--- config.mk ---
export PLATFORM = sky130hd
export DESIGN_NAME = bit_serializer
export DESIGN_NICKNAME = d
export VERILOG_FILES = /design/src/rtl/bit_serializer_pkg.sv /design/src/rtl/sync_fifo.sv /design/src/rtl/bit_serializer.sv
export SDC_FILE = /design/constraint.sdc
export NUM_CORES = 1
export LEC_CHECK = 0
export CAP_MARGIN = 0
export CORE_MARGIN = 4
export CORE_UTILIZATION = 44
export CTS_BUF_LIST = sky130_fd_sc_hd__clkbuf_8
export DETAILED_ROUTE_END_ITERATION = 16
export SYNTH_ARGS = -nofsm -noshare
export SYNTH_HDL_FRONTEND = slang
export SYNTH_SLANG_ARGS = --single-unit
export TNS_END_PERCENT = 20
--- constraint.sdc ---
create_clock -name clk -period 2.4 [get_ports clk]
set_clock_uncertainty 0.15 [all_clocks]
set_input_delay 0.24 -clock clk [delete_from_list [all_inputs] [get_ports clk]]
set_output_delay 0.24 -clock clk [all_outputs]
set_load 0.02 [all_outputs]
--- src/rtl/bit_serializer_pkg.sv ---
// Shared types and default constants for the bit_serializer block.
package bit_serializer_pkg;

    // Serializer FSM states; PARITY is only reachable when BIT_SERIALIZER_PARITY_EN is defined.
    typedef enum logic [1:0] {
        IDLE   = 2'd0,
        SHIFT  = 2'd1,
        PARITY = 2'd2
    } ser_state_t;

    localparam int unsigned DATA_W_DEF     = 8;
    localparam int unsigned FIFO_DEPTH_DEF = 4;
    localparam logic        IDLE_BIT_DEF   = 1'b1;

endpackage : bit_serializer_pkg

--- src/rtl/sync_fifo.sv ---
// Single-clock FIFO with synchronous active-low reset, count/full/empty status
// and a show-ahead read port (rdata is the head word while not empty).
module sync_fifo #(
    parameter int unsigned WIDTH = 8,
    parameter int unsigned DEPTH = 4
) (
    input  logic                     clk,
    input  logic                     rst_n,
    input  logic                     push,
    input  logic [WIDTH-1:0]         wdata,
    input  logic                     pop,
    output logic [WIDTH-1:0]         rdata,
    output logic                     full,
    output logic                     empty,
    output logic [$clog2(DEPTH):0]   count
);

    localparam int unsigned PTR_W = $clog2(DEPTH);
    localparam int unsigned CNT_W = PTR_W + 1;

    logic [WIDTH-1:0] r_mem [DEPTH];
    logic [PTR_W-1:0] r_wr_ptr;
    logic [PTR_W-1:0] r_rd_ptr;
    logic [CNT_W-1:0] r_count;
    logic             w_push;
    logic             w_pop;

    // Guard the handshake so an overflow or underflow can never corrupt state.
    assign w_push = push && !full;
    assign w_pop  = pop && !empty;

    assign rdata = r_mem[r_rd_ptr];
    assign full  = (r_count == CNT_W'(DEPTH));
    assign empty = (r_count == '0);
    assign count = r_count;

    // Pointer and occupancy tracking; pointers wrap naturally at DEPTH.
    always_ff @(posedge clk) begin
        if (!rst_n) begin
            r_wr_ptr <= '0;
            r_rd_ptr <= '0;
            r_count  <= '0;
        end else begin
            if (w_push) r_wr_ptr <= r_wr_ptr + PTR_W'(1);
            if (w_pop)  r_rd_ptr <= r_rd_ptr + PTR_W'(1);
            r_count <= r_count + CNT_W'(w_push) - CNT_W'(w_pop);
        end
    end

    // Storage array; contents are don't-care until written.
    always_ff @(posedge clk) begin
        if (w_push) r_mem[r_wr_ptr] <= wdata;
    end

endmodule : sync_fifo

--- src/rtl/bit_serializer.sv ---
// Parallel-to-serial feeder: buffers words in a FIFO and shifts each one out
// a bit per cycle on x, driving IDLE_BIT between frames.
// Optional feature macro: BIT_SERIALIZER_PARITY_EN appends an even-parity bit.
module bit_serializer
    import bit_serializer_pkg::*;
#(
    parameter int unsigned DATA_W     = DATA_W_DEF,
    parameter int unsigned FIFO_DEPTH = FIFO_DEPTH_DEF,
    parameter logic        IDLE_BIT   = IDLE_BIT_DEF
) (
    input  logic              clk,
    input  logic              rst_n,
    input  logic [DATA_W-1:0] in_data,
    input  logic              in_valid,
    output logic              in_ready,
    input  logic              msb_first,
    output logic              x,
    output logic              x_valid,
    output logic              busy,
    output logic              frame_done
);

    localparam int unsigned CNT_W  = (DATA_W > 1) ? $clog2(DATA_W) : 1;
    localparam int unsigned FCNT_W = $clog2(FIFO_DEPTH) + 1;

    ser_state_t        r_state;
    ser_state_t        w_state_nxt;
    logic [DATA_W-1:0] r_shift;
    logic [DATA_W-1:0] w_shift_nxt;
    logic [CNT_W-1:0]  r_cnt;
    logic [CNT_W-1:0]  w_cnt_nxt;
    logic              r_msb;
    logic              w_msb_nxt;
    logic              r_x;
    logic              w_x_nxt;
    logic              r_x_valid;
    logic              w_x_valid_nxt;
    logic              r_frame_done;
    logic              w_frame_done_nxt;
`ifdef BIT_SERIALIZER_PARITY_EN
    logic              r_par;
    logic              w_par_nxt;
`endif

    logic              w_load;
    logic              w_push;
    logic              w_pop;
    logic [DATA_W-1:0] w_fifo_rdata;
    logic              w_fifo_full;
    logic              w_fifo_empty;
    logic [FCNT_W-1:0] w_fifo_count;

    // Refuse pushes at full (no pass-through) and while reset is held.
    assign in_ready = rst_n && !w_fifo_full;
    assign w_push   = in_valid && in_ready;

    assign x          = r_x;
    assign x_valid    = r_x_valid;
    assign frame_done = r_frame_done;
    assign busy       = (w_fifo_count != '0) || (r_state != IDLE);

    sync_fifo #(
        .WIDTH (DATA_W),
        .DEPTH (FIFO_DEPTH)
    ) u_fifo (
        .clk   (clk),
        .rst_n (rst_n),
        .push  (w_push),
        .wdata (in_data),
        .pop   (w_pop),
        .rdata (w_fifo_rdata),
        .full  (w_fifo_full),
        .empty (w_fifo_empty),
        .count (w_fifo_count)
    );

    // State, datapath and registered outputs; reset aborts any frame in flight.
    always_ff @(posedge clk) begin
        if (!rst_n) begin
            r_state      <= IDLE;
            r_shift      <= '0;
            r_cnt        <= '0;
            r_msb        <= 1'b0;
            r_x          <= IDLE_BIT;
            r_x_valid    <= 1'b0;
            r_frame_done <= 1'b0;
`ifdef BIT_SERIALIZER_PARITY_EN
            r_par        <= 1'b0;
`endif
        end else begin
            r_state      <= w_state_nxt;
            r_shift      <= w_shift_nxt;
            r_cnt        <= w_cnt_nxt;
            r_msb        <= w_msb_nxt;
            r_x          <= w_x_nxt;
            r_x_valid    <= w_x_valid_nxt;
            r_frame_done <= w_frame_done_nxt;
`ifdef BIT_SERIALIZER_PARITY_EN
            r_par        <= w_par_nxt;
`endif
        end
    end

    // Next-state logic; x/x_valid are precomputed from the next state so the
    // registered outputs line up with the state they describe.
    always_comb begin
        w_state_nxt      = r_state;
        w_shift_nxt      = r_shift;
        w_cnt_nxt        = r_cnt;
        w_msb_nxt        = r_msb;
        w_frame_done_nxt = 1'b0;
        w_load           = 1'b0;
        w_pop            = 1'b0;
        w_x_nxt          = IDLE_BIT;
        w_x_valid_nxt    = 1'b0;
`ifdef BIT_SERIALIZER_PARITY_EN
        w_par_nxt        = r_par;
`endif

        case (r_state)
            IDLE: begin
                if (!w_fifo_empty) w_load = 1'b1;
            end
            SHIFT: begin
                if (r_cnt != '0) begin
                    w_cnt_nxt   = r_cnt - CNT_W'(1);
                    w_shift_nxt = r_msb ? {r_shift[DATA_W-2:0], 1'b0}
                                        : {1'b0, r_shift[DATA_W-1:1]};
                end else begin
`ifdef BIT_SERIALIZER_PARITY_EN
                    w_state_nxt = PARITY;
`else
                    w_frame_done_nxt = 1'b1;
                    if (!w_fifo_empty) w_load = 1'b1;
                    else               w_state_nxt = IDLE;
`endif
                end
            end
`ifdef BIT_SERIALIZER_PARITY_EN
            PARITY: begin
                w_frame_done_nxt = 1'b1;
                if (!w_fifo_empty) w_load = 1'b1;
                else               w_state_nxt = IDLE;
            end
`endif
            default: begin
                w_state_nxt = IDLE;
            end
        endcase

        // Pop and load a new word; bit order is frozen here for the whole frame.
        if (w_load) begin
            w_pop       = 1'b1;
            w_state_nxt = SHIFT;
            w_shift_nxt = w_fifo_rdata;
            w_msb_nxt   = msb_first;
            w_cnt_nxt   = CNT_W'(DATA_W - 1);
`ifdef BIT_SERIALIZER_PARITY_EN
            w_par_nxt   = ^w_fifo_rdata;
`endif
        end

        case (w_state_nxt)
            SHIFT: begin
                w_x_valid_nxt = 1'b1;
                w_x_nxt       = w_msb_nxt ? w_shift_nxt[DATA_W-1] : w_shift_nxt[0];
            end
`ifdef BIT_SERIALIZER_PARITY_EN
            PARITY: begin
                w_x_valid_nxt = 1'b1;
                w_x_nxt       = w_par_nxt;
            end
`endif
            default: begin
                w_x_valid_nxt = 1'b0;
                w_x_nxt       = IDLE_BIT;
            end
        endcase
    end

endmodule : bit_serializer
== After elaboration in Yosys (flattened, before gate mapping) ==
Memory sizes are Yosys's and may differ from the RTL's. A register that Yosys moved wholly into a read port is not among the register bits.
Index checks and enable logic that the tools add are counted.

* Memories kept: 1
* Output and inout bits: 5
* Memory bits (writable): 32
* Latch bits: 0
* Register bits: 24
* Logic and storage cells: 60
* Memory bits (read-only): 0
* Bits of input ports: 12

* $mul: 0
* Div/mod/pow operators: 0
* Reduce and logical (&&, ||, !) cells: 17
* Equal/unequal tests: 3
* Muxes and demuxes: 23
* Shift-type cells: 0
* Magnitude comparators: 0
* Add/subtract/negate cells: 5
* Bitwise logic cells: 0

{| class="wikitable"
|+ Memory list
! memory !! words !! bits a word !! rd ports !! clocked after Yosys merged registers in !! wr ports !! RTL line !! RTL
|-
| u_fifo.r_mem || 4 || 8 || 1 || 1 || 1 || sync_fifo.sv:21 || <nowiki>logic [WIDTH-1:0] r_mem [DEPTH];</nowiki>
|}

{| class="wikitable"
|+ Operators by type and width
! operator !! count
|-
| 8-bit 2-to-1 mux || 4
|-
| 2-bit 2-to-1 mux || 5
|-
| 1-bit 2-to-1 mux || 9
|-
| 3-bit 2-to-1 mux || 3
|-
| 2-bit AND reduction || 3
|-
| 2-bit nonzero test || 3
|-
| 3-bit nonzero test || 2
|-
| 2-bit by 1-bit adder with 2-bit output, second input constant || 2
|-
| 2-bit by 1-bit equality test with 1-bit output, second input constant || 2
|-
| 1-bit logical AND || 4
|-
| 2-bit one-hot mux with 2 select lines || 1
|-
| 3-bit by 1-bit adder with 3-bit output || 1
|-
| 3-bit equality test, second input constant || 1
|-
| 3-bit zero test || 1
|-
| 3-bit by 1-bit subtractor with 3-bit output || 1
|-
| 3-bit by 1-bit subtractor with 3-bit output, second input constant || 1
|-
| 1-bit zero test || 2
|-
| 2-bit zero test || 1
|-
| 1-bit one-hot mux with 2 select lines || 1
|-
| 1-bit logical OR || 1
|}

== Longest topological paths before layout ==
* Word-level depth: 8
* Depth in mapped cells: 13
* Depth with buffers taken out: 12

== Modules after synthesis ==
From an unflattened synthesis, not the netlist that was laid out.

* Cell total of the unflattened synthesis: 190
* Area, all modules: 2,499.9 µm²

{| class="wikitable"
|+ By module, submodules not included
! module !! cells an instance !! times used !! area an instance (µm²) !! seq. area each (µm²)
|-
| sync_fifo || 93 || 1 || 1,641.6 || 1,141.1
|-
| bit_serializer || 97 || 1 || 858.3 || 340.3
|}

== Worst setup path before layout ==
No wires, ideal clock.

* Path kind: reg-to-reg
* From: reg r_cnt[0]
* To: reg u_fifo.r_count[2], in the netlist u_fifo.count[2]
* Slack: -0.128 ns
* Data arrival time: 2.250 ns
* Cell stages (with the launch flop): 14
* Data required time: 2.122 ns
* Clock period less this slack: 2.528 ns
* Buffers on the path: 1
* Setup time: 0.128 ns
* Cells stage by stage: dfxtp_1 > inv_1 > ha_1 > nand2b_4 > buf_6 > a211oi_4 > ha_1 > inv_1 > ha_1 > inv_1 > fa_1 > xor2_1 > xnor2_1 > nor2_1

* Cells in the longest elaborated chain, start to end: 6

{| class="wikitable"
|+ Ends and longest elaborated chain
! item !! RTL line !! RTL
|-
| start: declaration || bit_serializer.sv:30 || <nowiki>logic [CNT_W-1:0] r_cnt;</nowiki>
|-
| start signal: assignment || bit_serializer.sv:93 || <nowiki>r_cnt <= w_cnt_nxt;</nowiki>
|-
| 3-bit nonzero test || bit_serializer.sv:125 || <nowiki>if (r_cnt != '0) begin</nowiki>
|-
| 1-bit 2-to-1 mux || bit_serializer.sv:125 ||
|-
| 1-bit one-hot mux with 2 select lines || bit_serializer.sv:120 || <nowiki>case (r_state)</nowiki>
|-
| 1-bit 2-to-1 mux || bit_serializer.sv:152 || <nowiki>if (w_load) begin</nowiki>
|-
| 1-bit logical AND || sync_fifo.sv:30 || <nowiki>assign w_pop = pop && !empty;</nowiki>
|-
| net u_fifo.w_pop || sync_fifo.sv:26 || <nowiki>logic w_pop;</nowiki>
|-
| 3-bit by 1-bit subtractor with 3-bit output || sync_fifo.sv:46 || <nowiki>r_count <= r_count + CNT_W'(w_push) - CNT_W'(w_pop);</nowiki>
|-
| end signal: assignment || sync_fifo.sv:46 ||
|-
| end: declaration || sync_fifo.sv:24 || <nowiki>logic [CNT_W-1:0] r_count;</nowiki>
|}

The timed path passes the listed nets, and every way through them passes these cells.
A chain may end at the register's enable or synchronous reset.

== Worst setup path after layout ==
Same ends and word-level chain as after synthesis.

==> impl_metrics.py <==
metrics = {
    "status": {
        "status": "completed",
    },
    "timing": {
        "final.setup.tns_ns": 0,
        "finalCritPeriodShare_pct": 96.10,
        "holdWs_ns": 0.3572,
        "rsz0062_at_grt": "true",
        "fmax_mhz": 433.6,
        "hold_viol_final": 0,
        "finalMaxSlewViolations": 0,
        "setup_viol": 0,
        "fin_crit_ns": 2.306,
    },
    "critical_path": {
        "r2r_end": "u_fifo.count[2]",
        "cp-end-kind": "register",
        "crit_type": "register to register",
        "path_cells": "inv_2, ha_4, nand2b_4, a211oi_4, ha_1, inv_2, ha_4, inv_2, fa_2, xor2_1, xnor2_1, nor2_1",
        "crit_family": "adder cells",
        "cpMostUsedCell": "inv_2",
        "ff2ff_setup_slack_ns": 0.09,
        "start_kind": "register",
        "crit_arrival_ns": 2.37,
        "critPathBufInv": 3,
        "r2r-start": "r_cnt[0]",
        "required_ns": 2.46,
        "max_stage_delay_ns": 0.34,
        "slowest_stage": "fa_2",
        "cp_max_fo": 4,
        "reg2regPathDepth": 12,
    },
    "detailed_routing": {
        "top_layer": "met4",
        "wirelength_mm": 4.401,
        "routedWlPerCell_um": 15.77,
        "drt-vias-per-instance": 5.082,
        "post-route-drc-count": 0,
        "route.met3.wl_um": 151,
        "drt_pre_antenna_iters": 4,
        "drt-met1-wl_mm": 1.983,
        "drt_iter0_markers": 130,
        "num_vias": 1418,
        "ant_nets": 0,
        "wl_met2_mm": 2.244,
    },
    "yosys": {
        "synth_cell_types": 39,
        "synth_top_cell_by_area": "edfxtp_1",
        "ys_top_cells_by_area": "edfxtp_1 39%, dfxtp_1 21%, mux4_2 7.3%, ha_1 4.0%, mux2i_1 3.2%",
        "synth_top_cells_by_count": "32 x edfxtp_1, 26 x dfxtp_1, 12 x nor2_1",
        "synth-async-reset-ratio_pct": 0,
        "synth_cells": 170,
        "synth_ff_type": "edfxtp_1",
        "syn_nets": 191,
        "ys_seq_elements": 58,
        "ys_warn_count": 0,
        "syn_area_per_cell_um2": 14.57,
        "ys_seq_area_share_pct": 59.83,
        "synth.top_cell.area_share_pct": 38.81,
        "synth_area_um2": 2476,
        "yosysMostFrequentCell": "edfxtp_1",
        "synth-edff-count": 32,
    },
    "power": {
        "peakVddDrop_mv": 0.5280,
        "pwr-share-seq_pct": 43.8,
        "p_comb_share_pct": 33.3,
        "pwr-share-clk_pct": 22.8,
        "internal_power_mw": 2.114,
        "p_leak_nw": 1.064,
        "p_sw_uw": 928.6,
        "p_per_area_nw_per_um2": 1041,
        "swShare_pct": 30.52,
    },
    "global_routing": {
        "grt_max_degree": 18,
        "overflow": 0,
        "grt_pass1_wl_mm": 7.182,
        "antenna_found_initial": 0,
        "grt_pass1_vias": 1546,
        "track_usage_pct": 13.48,
    },
    "floorplan": {
        "die_h_um": 83.02,
        "dieArea_um2": 6891,
        "start_util_pct": 45.24,
        "die_x_um": 83.02,
        "coreArea_um2": 5473,
        "rows": 27,
        "io-pin-count": 17,
    },
    "cts": {
        "htreeDepth": 3,
        "cts_buffers": 9,
        "clk_path_buf_depth": 2,
        "cts_hold_buffers": 0,
        "cts_tree": "yes",
        "clkSinkCount": 58,
        "cts-root-buf": "clkbuf_8",
        "cts.clk_slew.worst_paths_ns": 0.06,
        "insertion_delay_ns": 0.32,
    },
    "job": {
        "maxCapViolCount": 0,
    },
    "place": {
        "hpwl_mm": 3.073,
        "portBuffers": 16,
        "gp_congestion": 0.7145,
    },
    "finish": {
        "layout.nets": 223,
        "syn_to_final_growth_pct": 18.04,
        "drive_above_1_share_pct": 26.57,
        "antenna_cells": 0,
    },
    "min_path": {
        "hold_path_end": "r_cnt[1]",
        "holdCritPathClass": "register to register",
        "min_from": "r_cnt[1]",
        "hold_depth": 2,
    },
}
-- repair_timing --
item | in CTS | in global routing
setup endpoints to repair | 1 | 1
setup buffers | 0 | 8
resized for setup | 1 | 2
cloned | 0 | 0
pin swaps | 0 | 6
-- routing by layer --
layer	vias to the layer above	global-route usage [%]
li1	697	-
met1	700	15.74
met2	19	22.45
met3	2	4.067
met4	0	6.686
met5	-	0
-- power by group through the flow --
stage	sequential [mW]	clock, mW	combinational, mW
after floorplan	1.31	0	0.765
after CTS	1.34	0.723	0.919
after global placement	1.35	0	0.879
after detailed placement	1.36	0	0.922
after global routing	1.35	0.762	1.12
final	1.33	0.695	1.01
-- registers in the layout, indices dropped and copies added (netlist names), named ones only --
| name | flops |
|---|---|
| u_fifo.r_mem | 32 |
| r_state | 2 |
| u_fifo.r_wr_ptr | 2 |
| r_shift | 8 |
| u_fifo.count | 3 |
| frame_done | 1 |
| r_cnt | 3 |
| x_valid | 1 |
| r_msb | 1 |
| u_fifo.r_rd_ptr | 2 |
| x | 1 |
-- cells in the final DEF (no fill, tap or decap), types with 3 or more instances in the layout --
cell,Yosys,final
clkdlybuf4s50_1,0,15
nor3_1,3,3
ha_1,8,6
buf_4,0,16
edfxtp_1,32,32
mux4_2,8,8
clkinv_1,0,3
clkbuf_8,1,9
and2_1,4,4
nand2_1,5,5
a211oi_1,3,3
inv_1,9,7
dfxtp_1,26,24
and3_1,4,4
inv_2,0,4
a2bb2oi_1,6,6
xnor2_1,3,3
nor2_1,12,12
mux2i_1,8,8
o221a_2,6,6
-- worst max path at each step --
stage,end,depth (start not counted),slack [ns],from
finish,u_fifo.count[2],12,0.09,r_cnt[0]
global placement,u_fifo.count[2],12,0.12,r_cnt[1]
global route,u_fifo.count[2],12,-0.02,r_cnt[0]
floorplan,u_fifo.count[2],13,-0.06,r_cnt[1]
detailed placement,u_fifo.count[2],12,0.05,r_cnt[0]
CTS,u_fifo.count[2],12,0.03,r_cnt[0]
-- worst reg2reg max path: stages, from the launching register on --
cell      delay, ns
dfxtp_2        0.32
inv_2          0.07
ha_4           0.14
nand2b_4       0.07
a211oi_4       0.26
ha_1           0.27
inv_2          0.06
ha_4           0.11
inv_2          0.03
fa_2           0.34
xor2_1         0.17
xnor2_1        0.13
nor2_1         0.06
-- cells by family after synthesis --
group | count (synthesis) | share of synthesized area [%]
buf+inv | 20 | 5.608
compound gates | 24 | 9.247
simple gates | 37 | 8.034
mux | 16 | 10.51
other cells | 1 | 0.1514
xor+xnor | 5 | 1.769
fa+ha+maj | 9 | 4.851
flops | 58 | 59.83
-- stage by stage --
step | utilization [%] | total power [mW] | setup slack (ns) | std cells | area (um2)
CTS | 52.13 | 2.979 | 0.03207 | 271 | 2853
detailed placement | 49.36 | 2.279 | 0.04968 | 255 | 2701
global placement | 49.36 | 2.227 | 0.1207 | 255 | 2701
floorplan | - | 2.077 | -0.05994 | 170 | 2496
finish | 53.41 | 3.042 | 0.09360 | 279 | 2923
global route | 53.41 | 3.235 | -0.01789 | 279 | 2923
-- layout make-up --
class / instances / area (um2)
clock inverter: 7 / 28.78
sequential: 58 / 1484
multi-input combinational: 92 / 883.3
fill: 472 / 2550
tap: 72 / 90.09
clock buffer: 9 / 123.9
inverter: 9 / 33.78
timing repair buffer: 32 / 279.0
(Power assumes the default switching activity.)
